===== config.mk =====
export PLATFORM = sky130hd
export DESIGN_NAME = imm_operand_encoder
export DESIGN_NICKNAME = d
export VERILOG_FILES = /design/src/rtl/imm_operand_encoder.sv
export SDC_FILE = /design/constraint.sdc
export NUM_CORES = 1
export LEC_CHECK = 0
export BUFFER_PORTS_ARGS = -buffer_cell sky130_fd_sc_hd__clkbuf_2
export CORE_ASPECT_RATIO = 0.8
export CORE_MARGIN = 1
export CORE_UTILIZATION = 45
export DETAILED_ROUTE_END_ITERATION = 10
export GPL_TIMING_DRIVEN = 0
export MAX_ROUTING_LAYER = met4
export PLACE_DENSITY = 0.7
export SYNTH_ARGS = -nofsm -noshare
export SYNTH_HDL_FRONTEND = slang
export SYNTH_SLANG_ARGS = --single-unit

===== constraint.sdc =====
create_clock -name clk -period 4.05 [get_ports clk]
set_input_delay 1.215 -clock clk [delete_from_list [all_inputs] [get_ports clk]]
set_output_delay 1.215 -clock clk [all_outputs]
set_load 0.005 [all_outputs]

===== src/rtl/imm_operand_encoder.sv =====
// Searches for the ARM rotated-immediate encoding {rotate_imm, imm8} of a 32-bit constant, one rotation per clock.
// Optional macro IMM_ENC_FAST_PATH_EN: values that already fit in imm8 skip SEARCH and finish one cycle earlier.
module imm_operand_encoder #(
  parameter int unsigned WORD_WIDTH    = 32,
  parameter int unsigned OPERAND_WIDTH = 12,
  parameter int unsigned ROT_STEPS     = 16
) (
  input  logic                     clk,
  input  logic                     rst,
  input  logic                     start,
  input  logic [WORD_WIDTH-1:0]    value_in,
  output logic                     busy,
  output logic                     done,
  output logic                     valid,
  output logic [OPERAND_WIDTH-1:0] shifter_operand_out
);

  localparam int unsigned ROT_W = $clog2(ROT_STEPS);
  localparam int unsigned IMM_W = OPERAND_WIDTH - ROT_W;
  localparam int unsigned SH_W  = $clog2(WORD_WIDTH);

  typedef enum logic [1:0] {
    S_IDLE,
    S_SEARCH,
    S_DONE
  } state_e;

  state_e                   state_q, state_d;
  logic [WORD_WIDTH-1:0]    val_q, val_d;
  logic [ROT_W-1:0]         r_q, r_d;
  logic                     valid_q, valid_d;
  logic [OPERAND_WIDTH-1:0] op_q, op_d;

  logic [SH_W-1:0]          sh;
  logic [WORD_WIDTH-1:0]    cand;
  logic                     hit;

  always_ff @(posedge clk) begin
    if (rst) begin
      state_q <= S_IDLE;
      val_q   <= '0;
      r_q     <= '0;
      valid_q <= 1'b0;
      op_q    <= '0;
    end else begin
      state_q <= state_d;
      val_q   <= val_d;
      r_q     <= r_d;
      valid_q <= valid_d;
      op_q    <= op_d;
    end
  end

  // Rotate left by 2*r; a shift by the full word width yields zero, so r=0 is a plain copy.
  always_comb begin
    sh   = {r_q, 1'b0};
    cand = (val_q << sh) | (val_q >> (WORD_WIDTH - sh));
    hit  = (cand[WORD_WIDTH-1:IMM_W] == '0);
  end

  always_comb begin
    state_d = state_q;
    val_d   = val_q;
    r_d     = r_q;
    valid_d = valid_q;
    op_d    = op_q;
    unique case (state_q)
      S_IDLE: begin
        if (start) begin
          val_d   = value_in;
          r_d     = '0;
          valid_d = 1'b0;
          op_d    = '0;
`ifdef IMM_ENC_FAST_PATH_EN
          if (value_in[WORD_WIDTH-1:IMM_W] == '0) begin
            valid_d = 1'b1;
            op_d    = {{ROT_W{1'b0}}, value_in[IMM_W-1:0]};
            state_d = S_DONE;
          end else begin
            state_d = S_SEARCH;
          end
`else
          state_d = S_SEARCH;
`endif
        end
      end
      S_SEARCH: begin
        if (hit) begin
          op_d    = {r_q, cand[IMM_W-1:0]};
          valid_d = 1'b1;
          state_d = S_DONE;
        end else if (r_q == ROT_W'(ROT_STEPS - 1)) begin
          op_d    = '0;
          valid_d = 1'b0;
          state_d = S_DONE;
        end else begin
          r_d = r_q + 1'b1;
        end
      end
      S_DONE: begin
        state_d = S_IDLE;
      end
      default: begin
        state_d = S_IDLE;
      end
    endcase
  end

  assign busy                = (state_q == S_SEARCH);
  assign done                = (state_q == S_DONE);
  assign valid               = valid_q;
  assign shifter_operand_out = op_q;

endmodule


After elaboration in Yosys (flattened, before gate mapping):

Cells that the tools add are included.

* add/sub/neg operators: 2
* multiply operators: 0
* divide/modulo/power cells: 0
* magnitude comparators: 0
* equality and inequality tests: 7
* shifts and indexed selects: 2
* mux-type cells: 16
* bitwise logic cells: 1
* reductions and logical operators: 7

Operators by type and width (count)
* 12-bit 2-to-1 mux: 3
* 32-bit OR: 1
* 32-bit by 5-bit left shift with 32-bit output: 1
* 32-bit by 32-bit >> shifter with 32-bit output: 1
* 24-bit logical NOT: 1
* 12-bit one-hot mux with 2 select lines: 1
* 4-bit 2-to-1 mux: 3
* 4-bit one-hot mux with 2 select lines: 1
* 6-bit by 5-bit subtractor with 7-bit output (first input constant): 1
* 2-bit 2-to-1 mux: 3
* 2-bit != test (second input constant): 3
* 4-bit by 1-bit adder with 4-bit output (second input constant): 1
* 4-bit == test (second input constant): 1
* 2-bit one-hot mux with 2 select lines: 1
* 2-bit AND reduction: 2
* 4-bit AND reduction: 1
* 1-bit 2-to-1 mux: 3
* 3-bit by 1-bit != test with 1-bit output (second input constant): 1
* 3-bit AND reduction: 1
* 2-bit by 1-bit == test with 1-bit output (second input constant): 1
* 2-bit == test (second input constant): 1
* 2-bit logical NOT: 1
* 1-bit one-hot mux with 2 select lines: 1
* 2-bit nonzero test: 1

* bits in registers: 51
* bits in latches: 0
* RAM bits: 0
* memory bits (read-only): 0
* bits of input ports: 35
* logic and storage cells: 40
* memories kept: 0

Depth between registers and ports, before layout:

* depth in word-level cells: 6
* mapped depth: 15
* mapped depth without buffers: 10

Worst setup path after synthesis:

No wires, ideal clock.

* path type: reg2reg
* start point: reg r_q[0]
* end point: reg op_q[8], in the netlist shifter_operand_out[8]
* data arrival time: 3.277 ns
* required time: 3.912 ns
* setup slack: 0.635 ns
* cell stages (with the launch flop): 15
* buffers on the path: 5
* path through: dfxtp_1 buf_6 inv_2 clkbuf_1 ha_1 buf_2 buf_2 mux4_2 o211ai_1 nand4_1 a221oi_2 nand4_4 a211oi_4 buf_6 o32ai_1

* cells in the longest elaborated chain, start to end: 6
* elaborated cells between the ends (all ways): 10

Ends and longest elaborated chain
* from (decl): RTL line 30 `logic [ROT_W-1:0] r_q, r_d;`
* from (signal assigned): RTL line 48 `r_q <= r_d;`
* 6-bit by 5-bit subtractor with 7-bit output: RTL line 57 `cand = (val_q << sh) | (val_q >> (WORD_WIDTH - sh));`
* 32-bit by 32-bit >> shifter with 32-bit output: RTL line 57
* 32-bit OR: RTL line 57
* 24-bit logical NOT: RTL line 58 `hit = (cand[WORD_WIDTH-1:IMM_W] == '0);`
* 3-bit by 1-bit != test with 1-bit output (no line) / 12-bit 2-to-1 mux (equally long branches)
* 3-bit AND reduction (no line) / 12-bit one-hot mux with 2 select lines (equally long branches)
* to (signal assigned): RTL line 50 `op_q <= op_d;`
* to (decl): RTL line 32 `logic [OPERAND_WIDTH-1:0] op_q, op_d;`

Several ways; a longest one is shown, not always the timed one.
A chain may end at the register's enable or synchronous reset.

Final worst setup path:

* start point: reg r_q[0]
* end point: reg op_q[6], in the netlist shifter_operand_out[6]

The elaborated chain is that of the path after synthesis.

==> results.cfg <==
[detailed_routing]
drc = 0
drtAntennaViolNets = 0
drt_pre_antenna_iters = 7
wl_per_cell_um = 20.7
viasPerCell = 6.38
postRouteWirelength_um = 14000
num_vias = 4316
drt-initial-drc-count = 400

[cts]
cts_buffers = 5
clockRootBuffer = clkbuf_8
clkLatencyLatePin_ns = 0.31
clkSlewWorstSetupHoldPaths_ns = 0.10
numClockSinks = 51
cts_max_level = 2
cts_hold_buf = 0
clock_path_buffers = 2
cts_tree = yes

[timing]
timing.final.crit_share_pct = 95.9
fin_skew_ns = 0.00904
fin_ws_ns = 0.167
setup_viol = 0
finalHoldViolCount = 0
fmax_ghz = 0.258
rsz0062_at_grt = false
period_minus_slack_ns = 3.88
worstMarginPinSlew_ns = 0.846
maxSlewViolCount = 0
tns_ns = 0
slew_headroom_pct = 43.4

[layout]
final_nets = 601
area_growth_pct = 14.1
nFillCells = 829
drive_gt1_share_pct = 21.4
diodes = 0

[floorplan]
core_um2 = 8600
rows = 30
start_util_pct = 46.9
io-pin-count = 50
die_h_um = 86.7
die_x_um = 108
dieArea_um2 = 9350

[flow_run]
max_cap_violations = 0

[global_route]
grt_max_degree = 17
antenna_found_initial = 0
gr-usage-all-layers_pct = 32.4
grt_pass1_vias = 3970
grt_pass1_wl_um = 22000
globalRouteOverflowTotal = 0

[critical_path]
critPathKind = flop to flop
crit_arrival_ns = 4.11
start_kind = flop
cp.required_ns = 4.27
worst_setup_path_end_kind = flop
cp_max_fo = 10

[power]
ir_drop_v = 0.000192
total_power_uw = 1680
power.leakage_uw = 0.00169
powerDensity_nw_per_um2 = 365

[synth]
ys_async_sr_fraction_pct = 0
synth.ff_latch_count = 51
ys_seq_area_share_pct = 25.3
ys.flop_type = dfxtp_1
avgSynthCellArea_um2 = 7.99
syn_inst = 505
synth_edf_count = 0
yosysWarnings = 0
ys_types = 64
syn-num-nets = 542
syn_area_um2 = 4030

[placed_design]
port_buffers = 49
pre_cts_slack_ns = -0.726
dp_hpwl_um = 10800
routabilityCongestion = 1.01

[hold_path]
hold_class = flop to flop

[status]
status = complete, no violations
-- cell usage after synthesis (4+ instances only) --
cell type / count / area share, %
nor3_1: 19 / 2.4
buf_4: 5 / 0.93
o211ai_1: 5 / 0.93
clkbuf_1: 23 / 2.1
nor2_1: 38 / 3.5
inv_1: 18 / 1.7
nand2_1: 85 / 7.9
a211oi_1: 12 / 2.2
buf_1: 6 / 0.56
buf_2: 9 / 1.1
nor2b_1: 5 / 0.78
nand3_1: 7 / 0.87
o21ai_0: 18 / 2.2
mux2i_1: 27 / 6.7
or2_1: 6 / 0.93
a21oi_1: 52 / 6.5
o32ai_1: 14 / 3.0
mux4_2: 23 / 13
nand2b_1: 4 / 0.62
and2_1: 5 / 0.78
dfxtp_1: 51 / 25
a31oi_1: 5 / 0.78
-- placed cells by master (no fill, tap or decap), types with 16 or more instances in the layout --
| cell type | n |
|---|---|
| mux4_2 | 23 |
| nand2_1 | 85 |
| clkbuf_2 | 49 |
| inv_1 | 18 |
| nor3_1 | 19 |
| nor2_1 | 38 |
| clkbuf_1 | 23 |
| dfxtp_1 | 51 |
| mux2i_1 | 26 |
| a21oi_1 | 52 |
| o21ai_0 | 16 |
-- timing repair --
item	in CTS	in global routing
setup buffers	1	2
pin swaps	1	3
setup endpoints to repair	19	15
resized for setup	6	10
-- where the power goes --
part / switching, uW / internal (uW)
logic: 440 / 291
registers: 49.3 / 529
clock network: 184 / 187
-- layout make-up --
cell class | instances | area [um^2] | share of cell area, %
timing repair buffer | 52 | 268 | 5.82
buffer | 46 | 234 | 5.09
sequential | 51 | 1020 | 22.2
clock inverter | 2 | 38.8 | 0.843
inverter | 20 | 75.1 | 1.63
tap | 112 | 140 | 3.05
multi-input combinational | 388 | 2750 | 59.8
clock buffer | 6 | 72.6 | 1.58
-- stage by stage --
step	cells	utilization (%)	instance area (um^2)	hold slack, ns
final	677	53.5	4600	0.457
after global placement	666	51.4	4420	0.443
after CTS	675	52.9	4550	0.457
after global routing	677	53.5	4600	0.473
after floorplan	505	-	4030	0.445
after detailed placement	666	51.4	4420	0.443
-- critical path: stages (launching register included) --
cell and delay, ns:
dfxtp_1 0.40, buf_6 0.18, inv_2 0.14, clkbuf_4 0.25, ha_1 0.31, buf_2 0.18, buf_4 0.23, mux2i_1 0.24
mux2i_1 0.15, o211ai_1 0.32, o2111ai_1 0.19, a221oi_2 0.36, nand4_4 0.25, nand2b_4 0.24, buf_2 0.21, o32ai_1 0.14
-- final timing paths --
| kind | from | to | slack (ns) | cells past startpoint |
|---|---|---|---|---|
| max | r_q[0] | shifter_operand_out[6] | 0.17 | 15 |
| min | valid | valid | 0.46 | 2 |
| max reg2reg | r_q[0] | shifter_operand_out[6] | 0.17 | 15 |
| min reg2reg | valid | valid | 0.46 | 2 |
-- cell families after synthesis --
family	share of synthesized area, %
muxes	20.4
xor gates and xnor gates	0.434
AOI/OAI and AO/OA	23.4
DFF	25.3
and+or+nand+nor	22.4
adders and majority gates	0.620
buffers and inverters	7.45
-- state kept, by name (all words and copies together) (netlist names) --
| register | cells |
|---|---|
| val_q | 32 |
| r_q | 4 |
| shifter_operand_out | 12 |
| state_q | 2 |
| valid | 1 |
-- metal layers --
| metal | GRT usage (%) | part of all wire, % | vias up |
|---|---|---|---|
| met5 | - | 0 | - |
| met4 | 8.72 | 1.5 | 0 |
| met3 | 7.29 | 12 | 25 |
| met2 | 45.9 | 42 | 269 |
| met1 | 45.9 | 45 | 2041 |
| li1 | - | - | 1981 |
No activity file was read; power rests on OpenSTA's default activity.
